## src/rtl/reg_bank_arbiter.sv

```systemverilog
// reg_bank_arbiter
//   Two-port round-robin arbiter in front of a bank of 2^AW loadable
//   WIDTH-bit registers. Each granted access is either one read or one
//   write. Every access runs IDLE -> ACCESS -> ACK, so it takes 3 cycles.
//
// Ports
//   clk, reset          clock; asynchronous active-high reset
//   req0/req1           access request, one per port
//   load0/load1         1 = write, 0 = read (sampled together with req)
//   addr0/addr1         register index
//   in0/in1             write data
//   gnt0/gnt1           high during the ACCESS cycle of that port's access
//   ack0/ack1           one-cycle completion pulse
//   out0/out1           read result; holds until the next ack to that port

// Loadable storage register: one element of the bank.
module reg_bank_arbiter_reg #(
    parameter int WIDTH = 16
) (
    input  logic             clk,
    input  logic             reset,
    input  logic             load_i,
    input  logic [WIDTH-1:0] d_i,
    output logic [WIDTH-1:0] q_o
);
    always_ff @(posedge clk or posedge reset) begin
        if (reset)       q_o <= '0;
        else if (load_i) q_o <= d_i;
    end
endmodule

module reg_bank_arbiter #(
    parameter int WIDTH = 16,
    parameter int AW    = 3
) (
    input  logic             clk,
    input  logic             reset,
    input  logic             req0,
    input  logic             req1,
    input  logic             load0,
    input  logic             load1,
    input  logic [AW-1:0]    addr0,
    input  logic [AW-1:0]    addr1,
    input  logic [WIDTH-1:0] in0,
    input  logic [WIDTH-1:0] in1,
    output logic             gnt0,
    output logic             gnt1,
    output logic             ack0,
    output logic             ack1,
    output logic [WIDTH-1:0] out0,
    output logic [WIDTH-1:0] out1
);
    localparam int DEPTH = 1 << AW;

    typedef enum logic [1:0] {IDLE, ACCESS, ACK} state_t;

    state_t           state_q, state_d;
    logic             win_q, win_d;     // 0 = port 0 owns the access
    logic             last_q, last_d;   // port served most recently
    logic             load_q, load_d;
    logic [AW-1:0]    addr_q, addr_d;
    logic [WIDTH-1:0] data_q, data_d;
    logic             gnt0_q, gnt0_d, gnt1_q, gnt1_d;
    logic             ack0_q, ack0_d, ack1_q, ack1_d;
    logic [WIDTH-1:0] out0_q, out0_d, out1_q, out1_d;

    logic [DEPTH-1:0]            bank_we;
    logic [DEPTH-1:0][WIDTH-1:0] bank_q;
    logic [WIDTH-1:0]            acc_val;

    // Bank: only the addressed register loads, and only in ACCESS on a write.
    for (genvar g = 0; g < DEPTH; g++) begin : g_bank
        assign bank_we[g] = (state_q == ACCESS) && load_q && (addr_q == AW'(g));
        reg_bank_arbiter_reg #(.WIDTH(WIDTH)) u_reg (
            .clk    (clk),
            .reset  (reset),
            .load_i (bank_we[g]),
            .d_i    (data_q),
            .q_o    (bank_q[g])
        );
    end

    // Value the bank holds after the ACCESS edge: a write returns its own data.
    assign acc_val = load_q ? data_q : bank_q[addr_q];

    always_ff @(posedge clk or posedge reset) begin
        if (reset) begin
            state_q <= IDLE;
            win_q   <= 1'b0;
            last_q  <= 1'b1;   // port 0 wins the first tie
            load_q  <= 1'b0;
            addr_q  <= '0;
            data_q  <= '0;
            gnt0_q  <= 1'b0;
            gnt1_q  <= 1'b0;
            ack0_q  <= 1'b0;
            ack1_q  <= 1'b0;
            out0_q  <= '0;
            out1_q  <= '0;
        end else begin
            state_q <= state_d;
            win_q   <= win_d;
            last_q  <= last_d;
            load_q  <= load_d;
            addr_q  <= addr_d;
            data_q  <= data_d;
            gnt0_q  <= gnt0_d;
            gnt1_q  <= gnt1_d;
            ack0_q  <= ack0_d;
            ack1_q  <= ack1_d;
            out0_q  <= out0_d;
            out1_q  <= out1_d;
        end
    end

    always_comb begin
        state_d = state_q;
        win_d   = win_q;
        last_d  = last_q;
        load_d  = load_q;
        addr_d  = addr_q;
        data_d  = data_q;
        gnt0_d  = gnt0_q;
        gnt1_d  = gnt1_q;
        ack0_d  = ack0_q;
        ack1_d  = ack1_q;
        out0_d  = out0_q;
        out1_d  = out1_q;
        case (state_q)
            IDLE: begin
                if (req0 || req1) begin
                    // Tie goes to the port not served last; otherwise the lone requester.
                    win_d   = (req0 && req1) ? ~last_q : req1;
                    load_d  = win_d ? load1 : load0;
                    addr_d  = win_d ? addr1 : addr0;
                    data_d  = win_d ? in1   : in0;
                    gnt0_d  = ~win_d;
                    gnt1_d  = win_d;
                    state_d = ACCESS;
                end
            end
            ACCESS: begin
                gnt0_d = 1'b0;
                gnt1_d = 1'b0;
                if (win_q) begin
                    ack1_d = 1'b1;
                    out1_d = acc_val;
                end else begin
                    ack0_d = 1'b1;
                    out0_d = acc_val;
                end
                last_d  = win_q;
                state_d = ACK;
            end
            ACK: begin
                ack0_d  = 1'b0;
                ack1_d  = 1'b0;
                state_d = IDLE;
            end
            default: state_d = IDLE;
        endcase
    end

    assign gnt0 = gnt0_q;
    assign gnt1 = gnt1_q;
    assign ack0 = ack0_q;
    assign ack1 = ack1_q;
    assign out0 = out0_q;
    assign out1 = out1_q;
endmodule

```

## config.mk

```make
export PLATFORM = sky130hd
export DESIGN_NAME = reg_bank_arbiter
export DESIGN_NICKNAME = d
export VERILOG_FILES = /design/src/rtl/reg_bank_arbiter.sv
export SDC_FILE = /design/constraint.sdc
export NUM_CORES = 1
export LEC_CHECK = 0
export ABC_AREA = 1
export BUFFER_PORTS_ARGS = -buffer_cell sky130_fd_sc_hd__buf_2
export CORE_ASPECT_RATIO = 0.5
export CORE_MARGIN = 2
export CORE_UTILIZATION = 35
export CTS_CLUSTER_SIZE = 40
export DETAILED_ROUTE_END_ITERATION = 12
export GPL_TIMING_DRIVEN = 0
export SYNTH_ARGS = -nofsm -noshare
export SYNTH_HDL_FRONTEND = slang
export SYNTH_SLANG_ARGS = --single-unit
```

## constraint.sdc

```tcl
create_clock -name clk -period 7.6 [get_ports clk]
set_clock_uncertainty 0.2 [all_clocks]
set_input_delay 0.38 -clock clk [delete_from_list [all_inputs] [get_ports clk]]
set_output_delay 0.38 -clock clk [all_outputs]
set_load 0.02 [all_outputs]
```

# --- Yosys cells after proc, flatten, opt, wreduce, memory -nomap -nowiden ---
# Index checks and enable logic that the tools add are counted.
word_totals:
  output_inout_bits: 36
  in_bits: 44
  word_cells: 74
  ff_bits: 188
op_classes:
  magnitude_cmp: 1
  bitwise_logic: 3
  n_reduce_logical: 21
  n_eq_ne: 12
  mux: 17
ops:
  columns: ["cell", "count"]
  rows:
  - ["$bmux W16 S3", 1]
  - ["$mux W16", 3]
  - ["$eq A3 B3 Y1 const B", 4]
  - ["$reduce_and A2 Y1", 6]
  - ["$logic_and A1 B1 Y1", 10]
  - ["$pmux W1 S2", 4]
  - ["$eq A3 B2 Y1 const B", 2]
  - ["$mux W1", 6]
  - ["$ne A2 B2 Y1 const B", 3]
  - ["$lt A3 B4 Y1 const B", 1]
  - ["$pmux W2 S2", 1]
  - ["$reduce_bool A2 Y1", 2]
  - ["$eq A3 B1 Y1 const B", 1]
  - ["$logic_not A3 Y1", 1]
  - ["$mux W3", 1]
  - ["$not A1 Y1", 3]
  - ["$eq A2 B1 Y1 const B", 1]
  - ["$eq A2 B2 Y1 const B", 1]
  - ["$logic_not A2 Y1", 1]
  - ["$mux W2", 1]
  - ["$logic_or A1 B1 Y1", 1]

# --- Depth between registers and ports, before layout ---
logic_depth:
  ltp_word: 5
  ltp_mapped: 10
  depth_no_buf: 9

# --- Hierarchy ---
# A second synthesis with hierarchy kept.
hier_totals:
  hier_cells: 1207
  hier_area_um2: 9177.6
by_module_without_submodules:
  columns: ["mod", "cells_per_inst", "instances", "area_each_um2", "seq_area_each_um2"]
  rows:
  - ["reg_bank_arbiter_reg", 69, 8, 648.1, 400.4]
  - ["reg_bank_arbiter", 655, 1, 3992.6, 1502.7]

# --- Least setup slack after synthesis ---
# OpenSTA, ideal clock, no wires.
synth_timing:
  path_kind: "register to register"
  from: "register state_q[1]"
  to: "register g_bank[7].u_reg.q_o[4]"
  n_path_buf: 1
  required_time_ns: 7.272
  setup_slack_ns: 5.957
  path_stages_with_launch: 8
  setup_time_ns: 0.128
  t_arrival_ns: 1.315
  synth_period_minus_slack_ns: 1.643
  cell_sequence: "dfrtp_1 -> inv_1 -> nand2_2 -> nor2_4 -> nand2_2 -> nor3_4 -> buf_4 -> a21oi_1"
synth_between:
  elab_chain_len: 3
synth_rtl:
  columns: ["item", "line_no", "source"]
  rows:
  - ["from (decl)", "57", "state_t state_q, state_d;"]
  - ["from (signal assigned)", "101", "state_q <= state_d;"]
  - ["$eq A2 B1 Y1", "73", "assign bank_we[g] = (state_q == ACCESS) && load_q && (addr_q == AW'(g));"]
  - ["$logic_and A1 B1 Y1 (2 in a row)", "73", null]
  - ["to (signal assigned)", "28", "else if (load_i) q_o <= d_i;"]
  - ["to (decl)", "24", "output logic [WIDTH-1:0] q_o"]
# No other way between the ends.
# A chain may end at the register's enable or synchronous reset.

# --- Worst setup path after layout ---
layout_timing:
  from: "register addr_q[2]"
  to: "register out0_q[7] (netlist: out0[7])"
layout_between:
  elab_chain_len: 3
layout_rtl:
  columns: ["item", "line_no", "source"]
  rows:
  - ["from (decl)", "61", "logic [AW-1:0] addr_q, addr_d;"]
  - ["from (signal assigned)", "105", "addr_q <= addr_d;"]
  - ["$bmux W16 S3", "84", "assign acc_val = load_q ? data_q : bank_q[addr_q];"]
  - ["$mux W16 (implied by the code)", "84", null]
  - ["$mux W16", "84", null]
  - ["to (signal assigned)", "111", "out0_q <= out0_d;"]
  - ["to (decl)", "65", "logic [WIDTH-1:0] out0_q, out0_d, out1_q, out1_d;"]
# No other way between the ends. The select of a mux whose other input is x is not followed.

==> impl_metrics.ini <==
[grt]
grt_pass1_wl_mm = 41.0
grt.total_usage = 0.213
use_met2 = 0.340
grt-busiest-layer = met2
use_met3 = 0.0393
first_global_vias = 7225
grt_util_met1 = 0.295
antenna_found_initial = 0
overflow = 0
grt_max_degree = 132

[pwr]
pwr-share-seq = 0.366
swShare = 0.457
leakagePower_nw = 4.95
peakVddDrop_mv = 0.173
pwr-share-comb = 0.440
switching_power_mw = 2.13
power_density_nw_per_um2 = 466
p_int_mw = 2.52
p_clk_frac = 0.193

[clock_tree]
clkTransAtPathRegs_ps = 70
clk_latency_ps = 440
ctsRootBufferMaster = clkbuf_16
cts_buffers = 17
clock-sinks = 188
htree_levels = 4
cts_resized = 0
clockBufferDepth = 2
cts_tree = done

[timing]
whs_ps = 10.8
period_share = 0.303
slew_violations = 0
setup_viol = 0
max_freq_mhz = 435
fin_crit_ps = 2300
relSlewSlack = 0.544
rsz0062_at_grt = no
fin_ws_ps = 5300
hold_viol = 0
tightest_slew_ps = 684

[finish]
finalInstanceArea_sq_um = 9980
syn_to_final_growth_pct = 16.8
finalNonFillerCells = 1493
nNetsFinal = 1208
drive_gt1_frac = 0.152
finish.utilization = 0.416

[yosys]
ys_warn_count = 0
synth.net_count = 1107
syn_area_sq_um = 8540
synth_cells = 1063
ys_types = 24
syn_avg_cell_area_sq_um = 8.03
ys_seq_elements = 188
yosysSeqAreaShare = 0.551

[route]
first_pass_iters = 5
drt_iter0_drc = 658
via_per_inst = 5.12
route.detailed.drc = 0
ant_nets = 0
wl_mm = 26.4
vias = 7643
wl_per_cell_um = 17.7

[setup_path]
cp-start-kind = register
r2r_start = addr_q[2]$_DFFE_PP0P_
cp_data_required_time_ps = 7740
crit_path_end_kind = register
cpMostUsedCell = nand2_1
crit_type = register to register
cp_max_fo = 10
cp.buffers_inverters = 3
crit_slowest_cell = buf_1
worstPathCellList = buf_2 > inv_2 > buf_1 > nand3_1 > nand3_1 > nand2_1 > nand2_1 > nand2_1
crit_path_start = addr_q[2]$_DFFE_PP0P_
cp_data_arrival_time_ps = 2440
slowest_delay_ps = 460
cpLargestDelayFamily = buffers and inverters

[floorplan]
row_count = 40
die_area_sq_um = 25700
fp.dieW_um = 225
ios = 80
start_util = 0.356
die-height_um = 114
core_area_sq_um = 24000

[placement]
place_congestion = 0.905
pre_cts_ws_ps = 5350
dp_hpwl_mm = 18.6
postPlaceCellArea_sq_um = 9360
dpl.cell_count = 1458
io_buffers = 79

[min_path]
hold_path.startpoint = in0[2]
hold_class = input pin to register

[run]
cap_violations = 0

[outcome]
status = finished clean
## stage by stage
step                TNS (ps)  total power, mW
CTS                        0             4.62
global placement      -22010             3.68
detailed placement         0             3.73
floorplan                  0             2.99
global route               0             4.97
finish                     0             4.65
## worst register-to-register path: cells and delay by family, from the launching register on
kind,cells,cell delay (ps)
buffers and inverters,3,840
and+or+nand+nor,5,790
DFF,1,380
## cells in the mapped netlist, drive strengths merged
cell	number	area, sq um
a21oi	96	526
buf	39	218
clkbuf	26	97.6
dfrtp	187	4680
dfstp	1	26.3
inv	46	173
nand2	395	1490
nand3	85	425
nand4	1	6.26
nor2	110	450
nor3	2	26.3
o211ai	17	128
o21ai	55	275
o22ai	3	18.8
## routing by layer
layer	share of wire	vias to the layer above	wire, um
li1	-	3608	-
met1	0.46	3750	12200
met2	0.46	244	12100
met3	0.060	41	1580
met4	0.021	0	549
met5	0	-	0
## path summary, 6_finish.rpt
path                            depth (start not counted)                            endpoint  slack, ps
worst min-delay path                                    3               data_q[2]$_DFFE_PP0P_         10
worst max-delay path                                    8                 out0[7]$_DFFE_PP0P_       5300
worst max register to register                          8                 out0[7]$_DFFE_PP0P_       5300
min in group asynchronous                               3  g_bank[7].u_reg.q_o[5]$_DFFE_PP0P_        300
worst min register to register                          2                  last_q$_DFFE_PP1N_        270
max in group asynchronous                               4  g_bank[1].u_reg.q_o[6]$_DFFE_PP0P_       5940
## power by group through the flow
stage	clock network (mW)	logic [mW]	registers (mW)
6_report	0.899	2.05	1.70
4_1_cts	0.907	2.02	1.70
5_1_grt	0.955	2.26	1.76
3_5_place_dp	0	2.01	1.72
2_1_floorplan	0	1.24	1.75
3_3_place_gp	0	1.98	1.71
## area by class of cell
| cell class | count | area (sq um) |
|---|---|---|
| fillers | 2396 | 14000 |
| flip-flops and latches | 188 | 4710 |
| multi-input cells | 764 | 3350 |
| repair buffers | 82 | 443 |
| clock buffers | 18 | 439 |
| well taps | 315 | 394 |
| plain buffers | 65 | 315 |
| inverters | 46 | 180 |
| clock inverters | 14 | 151 |
| diodes | 1 | 2.50 |
## state kept, by name, summed over array words and instances, names as in the netlist
name	flops
g_bank.u_reg.q_o	128
data_q	16
out0	16
out1	16
addr_q	3
state_q	2
ack0	1
ack1	1
gnt0	1
gnt1	1
last_q	1
load_q	1
win_q	1
## layout by cell type (no fill, tap or decap), types with 2 or more instances in the layout
cell           instances
dfrtp_1              187
clkbuf_1              26
a21oi_1               84
inv_2                  6
o22ai_1                3
nor2_2                 6
buf_6                  2
inv_8                  5
dlygate4sd3_1          2
nand3_1               85
buf_2                103
nor2_4                 3
o21ai_0               52
inv_1                 39
clkbuf_16             17
a21oi_2               12
nand2_2                3
o211ai_1              17
o21ai_1                3
clkinv_4               4
inv_6                  3
buf_4                  7
clkinvlp_4             2
nand2_1              392
buf_1                  6
nor2_1               101
## cell families after synthesis
| logic type | after synthesis | synth area share |
|---|---|---|
| DFF | 188 | 0.551 |
| and+or+nand+nor | 593 | 0.281 |
| buffers and inverters | 111 | 0.0571 |
| AOI/OAI and AO/OA | 171 | 0.111 |
## repair_timing
item                                    CTS  global route
endpoints found under the hold margin    57             0
hold buffers                              2             0
endpoints found under the setup margin    0             0
setup buffers                             0             0
(Power assumes the default switching activity.)
